### src/rtl/gcd_feeder_pkg.sv
// Shared types and constants for the GCD operand feeder and its key debouncer.
// The build option GCD_FEEDER_TIMEOUT_EN is consumed by gcd_operand_feeder.
package gcd_feeder_pkg;

  localparam int SYNC_STAGES = 2;

  typedef enum logic [1:0] {
    IDLE  = 2'd0,
    ISSUE = 2'd1,
    WAIT  = 2'd2
  } state_e;

  // Counter width able to hold 0..n-1, never narrower than one bit.
  function automatic int unsigned cnt_width(input int unsigned n);
    return (n > 1) ? $clog2(n) : 1;
  endfunction

endpackage

### src/rtl/gcd_operand_feeder_if.sv
// Valid/ready operand channel and result channel between the feeder and the GCD core.
// The master modport is the feeder side, the slave modport is the GCD side.
interface gcd_operand_feeder_if #(
  parameter int unsigned DATA_W = 32
);

  logic              gcd_in_valid;
  logic              gcd_in_ready;
  logic [DATA_W-1:0] gcd_in_x;
  logic [DATA_W-1:0] gcd_in_y;
  logic              gcd_out_valid;
  logic [DATA_W-1:0] gcd_out_bits;

  modport master (
    output gcd_in_valid, gcd_in_x, gcd_in_y,
    input  gcd_in_ready, gcd_out_valid, gcd_out_bits
  );

  modport slave (
    input  gcd_in_valid, gcd_in_x, gcd_in_y,
    output gcd_in_ready, gcd_out_valid, gcd_out_bits
  );

endinterface

### src/rtl/key_debounce.sv
// Synchronises and debounces one active-low push-button and emits a single-cycle
// pulse on each debounced press; shared by all board keys.
module key_debounce #(
  parameter int unsigned DEBOUNCE_CYCLES = 1000000
) (
  input  logic clock,
  input  logic reset,
  input  logic raw_n,
  output logic level,
  output logic press_pulse
);

  import gcd_feeder_pkg::*;

  localparam int unsigned CNT_W = cnt_width(DEBOUNCE_CYCLES);

  logic [SYNC_STAGES-1:0] sync_q;
  logic [CNT_W-1:0]       cnt_q, cnt_d;
  logic                   level_q, level_d;
  logic                   press_q, press_d;
  logic                   synced;

  assign synced = sync_q[SYNC_STAGES-1];

  always_comb begin
    // NOTE: every combinational output gets a default first, so no path can infer a latch.
    cnt_d   = '0;
    level_d = level_q;
    press_d = 1'b0;
    if (synced != level_q) begin
      if (cnt_q == CNT_W'(DEBOUNCE_CYCLES - 1)) begin
        level_d = synced;
        press_d = ~synced;
      end else begin
        cnt_d = cnt_q + CNT_W'(1);
      end
    end
  end

  // NOTE: state registers use non-blocking assignments so all flops update from pre-edge values.
  always_ff @(posedge clock) begin
    if (reset) begin
      sync_q  <= '1;
      cnt_q   <= '0;
      level_q <= 1'b1;
      press_q <= 1'b0;
    end else begin
      sync_q  <= {sync_q[SYNC_STAGES-2:0], raw_n};
      cnt_q   <= cnt_d;
      level_q <= level_d;
      press_q <= press_d;
    end
  end

  assign level       = level_q;
  assign press_pulse = press_q;

endmodule

### src/rtl/gcd_operand_feeder.sv
// Turns a debounced key press into one operand transfer to the GCD core and latches its result.
// Define GCD_FEEDER_TIMEOUT_EN to add a WAIT watchdog that raises error after TIMEOUT_CYCLES.
module gcd_operand_feeder
  import gcd_feeder_pkg::*;
#(
  parameter int unsigned DEBOUNCE_CYCLES = 1000000,
  parameter int unsigned OPER_W          = 8,
  parameter int unsigned DATA_W          = 32
`ifdef GCD_FEEDER_TIMEOUT_EN
  , parameter int unsigned TIMEOUT_CYCLES = 65535
`endif
) (
  input  logic                     clock,
  input  logic                     reset,
  input  logic                     key_n,
  input  logic [OPER_W-1:0]        sw_x,
  input  logic [OPER_W-1:0]        sw_y,
  gcd_operand_feeder_if.master     gcd,
  output logic [DATA_W-1:0]        result,
  output logic                     result_valid,
  output logic                     busy,
  output logic                     error
);

  logic [SYNC_STAGES-1:0][OPER_W-1:0] swx_sync_q, swy_sync_q;

  state_e            state_q, state_d;
  logic [DATA_W-1:0] x_q, x_d;
  logic [DATA_W-1:0] y_q, y_d;
  logic [DATA_W-1:0] result_q, result_d;
  logic              rv_q, rv_d;
  logic              key_level;
  logic              press;
  logic              start;

  key_debounce #(
    .DEBOUNCE_CYCLES (DEBOUNCE_CYCLES)
  ) u_key (
    .clock       (clock),
    .reset       (reset),
    .raw_n       (key_n),
    .level       (key_level),
    .press_pulse (press)
  );

  // A press pulse is only trusted while the debounced key actually reads pressed.
  assign start = press & ~key_level;

`ifdef GCD_FEEDER_TIMEOUT_EN
  localparam int unsigned TO_W = cnt_width(TIMEOUT_CYCLES);
  logic [TO_W-1:0] to_cnt_q, to_cnt_d;
  logic            err_q, err_d;
`endif

  always_comb begin
    state_d  = state_q;
    x_d      = x_q;
    y_d      = y_q;
    result_d = result_q;
    rv_d     = rv_q;
`ifdef GCD_FEEDER_TIMEOUT_EN
    to_cnt_d = to_cnt_q;
    err_d    = err_q;
`endif
    unique case (state_q)
      IDLE: begin
        if (start) begin
          x_d     = DATA_W'(swx_sync_q[SYNC_STAGES-1]);
          y_d     = DATA_W'(swy_sync_q[SYNC_STAGES-1]);
          rv_d    = 1'b0;
`ifdef GCD_FEEDER_TIMEOUT_EN
          err_d   = 1'b0;
`endif
          state_d = ISSUE;
        end
      end
      ISSUE: begin
        if (gcd.gcd_in_ready) begin
          state_d  = WAIT;
`ifdef GCD_FEEDER_TIMEOUT_EN
          to_cnt_d = '0;
`endif
        end
      end
      WAIT: begin
        if (gcd.gcd_out_valid) begin
          result_d = gcd.gcd_out_bits;
          rv_d     = 1'b1;
          state_d  = IDLE;
        end
`ifdef GCD_FEEDER_TIMEOUT_EN
        else if (to_cnt_q == TO_W'(TIMEOUT_CYCLES - 1)) begin
          err_d   = 1'b1;
          state_d = IDLE;
        end else begin
          to_cnt_d = to_cnt_q + TO_W'(1);
        end
`endif
      end
      default: state_d = IDLE;
    endcase
  end

  always_ff @(posedge clock) begin
    if (reset) begin
      swx_sync_q <= '0;
      swy_sync_q <= '0;
      state_q    <= IDLE;
      x_q        <= '0;
      y_q        <= '0;
      result_q   <= '0;
      rv_q       <= 1'b0;
`ifdef GCD_FEEDER_TIMEOUT_EN
      to_cnt_q   <= '0;
      err_q      <= 1'b0;
`endif
    end else begin
      swx_sync_q <= {swx_sync_q[SYNC_STAGES-2:0], sw_x};
      swy_sync_q <= {swy_sync_q[SYNC_STAGES-2:0], sw_y};
      state_q    <= state_d;
      x_q        <= x_d;
      y_q        <= y_d;
      result_q   <= result_d;
      rv_q       <= rv_d;
`ifdef GCD_FEEDER_TIMEOUT_EN
      to_cnt_q   <= to_cnt_d;
      err_q      <= err_d;
`endif
    end
  end

  assign gcd.gcd_in_valid = (state_q == ISSUE);
  assign gcd.gcd_in_x     = x_q;
  assign gcd.gcd_in_y     = y_q;
  assign result           = result_q;
  assign result_valid     = rv_q;
  assign busy             = (state_q != IDLE);
`ifdef GCD_FEEDER_TIMEOUT_EN
  assign error            = err_q;
`else
  assign error            = 1'b0;
`endif

endmodule
### src/flat_wrapper.sv
// flat-port wrapper written by rule: the top's interface ports become plain ports
module gcd_operand_feeder_flat import gcd_feeder_pkg::*;
#(
  parameter int unsigned DEBOUNCE_CYCLES = 1000000,
  parameter int unsigned OPER_W          = 8,
  parameter int unsigned DATA_W          = 32

)
  (clock, reset, key_n, sw_x, sw_y, result, result_valid, busy, error, gcd_gcd_in_valid, gcd_gcd_in_x, gcd_gcd_in_y, gcd_gcd_in_ready, gcd_gcd_out_valid, gcd_gcd_out_bits);
  gcd_operand_feeder_if #(.DATA_W(DATA_W)) gcd_i ();
  input  logic clock;
  input  logic reset;
  input  logic key_n;
  input  logic [OPER_W-1:0] sw_x;
  input  logic [OPER_W-1:0] sw_y;
  output logic [DATA_W-1:0] result;
  output logic result_valid;
  output logic busy;
  output logic error;
  output wire logic [$bits(gcd_i.gcd_in_valid)-1:0] gcd_gcd_in_valid;
  output wire logic [$bits(gcd_i.gcd_in_x)-1:0] gcd_gcd_in_x;
  output wire logic [$bits(gcd_i.gcd_in_y)-1:0] gcd_gcd_in_y;
  input wire logic [$bits(gcd_i.gcd_in_ready)-1:0] gcd_gcd_in_ready;
  input wire logic [$bits(gcd_i.gcd_out_valid)-1:0] gcd_gcd_out_valid;
  input wire logic [$bits(gcd_i.gcd_out_bits)-1:0] gcd_gcd_out_bits;
  assign gcd_gcd_in_valid = gcd_i.gcd_in_valid;
  assign gcd_gcd_in_x = gcd_i.gcd_in_x;
  assign gcd_gcd_in_y = gcd_i.gcd_in_y;
  assign gcd_i.gcd_in_ready = gcd_gcd_in_ready;
  assign gcd_i.gcd_out_valid = gcd_gcd_out_valid;
  assign gcd_i.gcd_out_bits = gcd_gcd_out_bits;
  gcd_operand_feeder #(.DEBOUNCE_CYCLES(DEBOUNCE_CYCLES), .OPER_W(OPER_W), .DATA_W(DATA_W)) u_core (.clock(clock), .reset(reset), .key_n(key_n), .sw_x(sw_x), .sw_y(sw_y), .gcd(gcd_i), .result(result), .result_valid(result_valid), .busy(busy), .error(error));
endmodule
### config.mk
export PLATFORM = sky130hd
export DESIGN_NAME = gcd_operand_feeder_flat
export DESIGN_NICKNAME = d
export VERILOG_FILES = /design/src/rtl/gcd_feeder_pkg.sv /design/src/rtl/gcd_operand_feeder_if.sv /design/src/rtl/key_debounce.sv /design/src/rtl/gcd_operand_feeder.sv /design/src/flat_wrapper.sv
export SDC_FILE = /design/constraint.sdc
export NUM_CORES = 1
export LEC_CHECK = 0
export BUFFER_PORTS_ARGS = -buffer_cell sky130_fd_sc_hd__clkbuf_2
export CELL_PAD_IN_SITES_DETAIL_PLACEMENT = 1
export CELL_PAD_IN_SITES_GLOBAL_PLACEMENT = 1
export CORE_UTILIZATION = 38
export DETAILED_ROUTE_END_ITERATION = 8
export PLACE_DENSITY = 0.9
export REMOVE_ABC_BUFFERS = 1
export SLEW_MARGIN = 20
export SYNTH_ARGS = -nofsm -noshare
export SYNTH_HDL_FRONTEND = slang
export SYNTH_HIERARCHICAL = 1
export SYNTH_SLANG_ARGS = --single-unit
### constraint.sdc
create_clock -name clock -period 2.4 [get_ports clock]
set_clock_uncertainty 0.2 [all_clocks]
set_input_delay 0.24 -clock clock [delete_from_list [all_inputs] [get_ports clock]]
set_output_delay 0.24 -clock clock [all_outputs]
set_load 0.01 [all_outputs]
==> qor.yml <==
outcome:
  outcome: "completed"
power:
  cellLeakagePower_nw: 2.37
  switchingPower_w: 0.000792
  switching_share_pct: 22.4
  vdd_drop_max_mv: 0.311
  combinational_group_share_of_total_power_pct: 6.9
  power_frac_seq_pct: 51.1
  internal_power_component_w: 0.00275
  clock_network_power_share_pct: 42.0
  cellPowerDensity_nw_per_um2: 602
detailed_routing:
  detail_route.drc_violations: 0
  routed_wire_length_per_instance_um: 14.5
  via_count: 3437
  ant_nets: 0
  drt_pre_antenna_iters: 4
  via_per_inst: 4.56
  drt-total-wl_mm: 10.9
  dr.first_iter.drc_count: 205
cts:
  clk_pin_slew_worst_paths_ps: 70
  cts_tree: "done"
  cts.repair_timing.setup_buffer_count: 0
  numCtsBuffers: 9
  source_to_sink_clock_delay_at_the_later_pin_of_the_worst_skew_pair_ps: 360
  cts.sinks: 107
  cts_root_buf: "sky130_fd_sc_hd__clkbuf_16"
  clock_tree_buf_depth: 2
  cts_htree_levels: 3
floorplan:
  chipWidth_um: 113
  design.core.area_um2: 12000
  die_span_y_um: 113
  area_of_the_die_um2: 12700
  row_count: 40
  floorplan.initialDensity_pct: 38.9
  num_io_pins: 153
synthesis:
  netlist_area_um2: 4670
  avgSynthCellArea_um2: 10.2
  synth_largest_area_cell: "sky130_fd_sc_hd__dfxtp_1"
  yosys_register_bits: 107
  yosys_warnings: 6
  post-synth-top-area-fraction_pct: 45.9
  yosysSeqAreaShare_pct: 45.9
  post_synth_inst_count: 456
  yosys-top-cells-area: "sky130_fd_sc_hd__dfxtp_1 46%, sky130_fd_sc_hd__nand2b_1 13%, sky130_fd_sc_hd__mux2i_1 10%"
  synth.distinct_cells: 45
global_routing:
  grt_start_max_net_pins: 86
  grt_antenna_before_repair: 1
  globalRoute.totalOverflow: 0
  grt_pass1_vias: 3614
  grt_pass1_wl_mm: 17.1
  globalRouteTotalUtil_pct: 17.4
timing:
  report.final.setup_viol: 0
  hold_violations: 0
  final_period_minus_worst_setup_slack_ps: 1900
  fmax_mhz: 526
  period_share_pct: 79.2
  rsz0062_at_grt: "false"
  maxSlewViolCount: 0
  finalHoldWorstSlack_ps: 129
  final_sum_of_negative_setup_slack_ps: 0
layout:
  num-nets-final: 655
  final_layout_size_suffix_gt1_share_pct: 22.6
  num-fill-cells: 1372
  layout-area-overhead-vs-synth_pct: 26.0
placed_design:
  dp_hpwl_mm: 6.66
  port_buffer_count: 103
  gp_congestion: 0.734
worst_hold_path:
  holdCritPathClass: "input port to register"
worst_setup_path:
  cp-end-kind: "register"
  worst_ep_arrival_time_ps: 1940
  startpoint_type: "register"
  setup.worst_path.class: "register to register"
  cp_max_fo: 20
  worst-endpoint-required_ps: 2440
run:
  max-cap-violations: 0
==> area by class of cell <==
type / count / area, um^2 / area share [%]
well taps: 147 / 184 / 3.13
flip-flops and latches: 107 / 2140 / 36.4
multi-input cells: 321 / 2150 / 36.7
repair buffers: 158 / 1080 / 18.4
inverters: 4 / 15.0 / 0.255
clock buffers: 9 / 225 / 3.83
clock inverters: 6 / 71.3 / 1.21
diodes: 1 / 2.50 / 0.0426
==> per-stage QoR <==
| stage | utilization (%) | setup WS, ps | area, um^2 | std cells | power [W] |
|---|---|---|---|---|---|
| 5_1_grt | 48.9 | 392 | 5880 | 753 | 0.00369 |
| 3_5_place_dp | 42.2 | 516 | 5070 | 686 | 0.00202 |
| 3_3_place_gp | 42.2 | 572 | 5070 | 686 | 0.00201 |
| 6_report | 48.9 | 499 | 5880 | 753 | 0.00354 |
| 2_1_floorplan | - | 115 | 4300 | 432 | 0.00194 |
| 4_1_cts | 48.9 | 499 | 5880 | 752 | 0.00359 |
==> sequential cells by signal (all words and copies together), names as in the netlist, 2 cells and up <==
name                 cells
u_core/gcd.gcd_in_x      8
u_core/gcd.gcd_in_y      8
u_core/result           32
u_core/state_q           2
u_core/swx_sync_q       16
u_core/swy_sync_q       16
u_core/u_key/cnt_q      20
u_core/u_key/sync_q      2
==> cells by family (layout without fill, tap and decap cells) <==
kind of cell,count (synthesis),in the layout,share of synthesized area (%)
AO/OA/AOI/OAI,19,19,2.52
XOR/XNOR,12,12,2.25
adder cells (fa/ha/maj),1,1,0.268
buffers and inverters,76,177,12.0
flip-flops,107,107,45.9
multiplexers,48,48,10.3
other,1,50,0.0804
AND/OR/NAND/NOR,192,192,26.7
==> worst max-delay path: stages, from the launching register on <==
cell and delay [ps]:
sky130_fd_sc_hd__dfxtp_1 360, sky130_fd_sc_hd__or4_4 560, sky130_fd_sc_hd__nor4_4 180, sky130_fd_sc_hd__a211o_1 170
sky130_fd_sc_hd__buf_4 240, sky130_fd_sc_hd__nor2_1 80
==> timing repair <==
item                                   CTS  global route
resized for setup                        0             0
hold buffers                            51             0
endpoints found under the hold margin   51             0
==> power by group through the flow <==
stage / clock network (W) / logic, W / registers, W
3_3_place_gp: 0 / 0.000164 / 0.00185
2_1_floorplan: 0 / 0.0000927 / 0.00185
4_1_cts: 0.00154 / 0.000237 / 0.00181
5_1_grt: 0.00161 / 0.000266 / 0.00181
6_report: 0.00149 / 0.000245 / 0.00181
3_5_place_dp: 0 / 0.000172 / 0.00185
==> synth_stat cells, drive strengths merged <==
cell and n:
nand4 4, nand2 5, and3b 1, or3 4, nor3b 1, xor2 5
nor4b 2, o31ai 3, xnor2 7, inv 4, or2 3, or3b 3
o21ai 4, nand3 8, clkbuf 13, conb 1, nand4bb 1, and4 2
and2 2, nor4 1, nand2b 96, a211o 2, buf 59, mux2i 48
a21oi 9, or4b 2, ha 1, and3 4, nor2 14, or4 3
and2b 1, nand3b 1, dfxtp 107, nor2b 33, a22o 1, nor3 1
==> cells in the final DEF, fill, tap and decap left out, types with 4 or more instances in the layout <==
master                          synthesis  layout
sky130_fd_sc_hd__mux2i_1               48      48
sky130_fd_sc_hd__a21oi_1                8       8
sky130_fd_sc_hd__nor2b_1               33      33
sky130_fd_sc_hd__nand2_1                5       5
sky130_fd_sc_hd__or3_1                  4       4
sky130_fd_sc_hd__nand2b_1              96      96
sky130_fd_sc_hd__xor2_1                 5       5
sky130_fd_sc_hd__dfxtp_1              107     107
sky130_fd_sc_hd__inv_1                  4       4
sky130_fd_sc_hd__o21ai_0                4       4
sky130_fd_sc_hd__xnor2_1                7       7
sky130_fd_sc_hd__clkbuf_16              0       9
sky130_fd_sc_hd__clkbuf_2               0     102
sky130_fd_sc_hd__nor2_1                14      14
sky130_fd_sc_hd__dlygate4sd3_1          0      51
sky130_fd_sc_hd__conb_1                 1      49
sky130_fd_sc_hd__and3_1                 4       4
sky130_fd_sc_hd__nand3_1                8       8
==> final timing paths <==
check | from | to | depth (start not counted) | slack [ps]
max | u_core/u_key/cnt_q[13] | u_core/u_key/cnt_q[5] | 5 | 500
min reg2reg | u_core/u_key/sync_q[0] | u_core/u_key/sync_q[1] | 1 | 220
max reg2reg | u_core/u_key/cnt_q[13] | u_core/u_key/cnt_q[5] | 5 | 500
min | reset | u_core/swy_sync_q[1] | 2 | 130
==> layer usage <==
metal,wire length (um),share of wire (%),GRT usage (%),vias up
met3,599,5.5,6.21,30
li1,-,-,-,1674
met2,5900,54,33.9,114
met5,0,0,0,-
met1,4070,37,16.1,1619
met4,343,3.1,8.09,0
(Power assumes the default switching activity.)
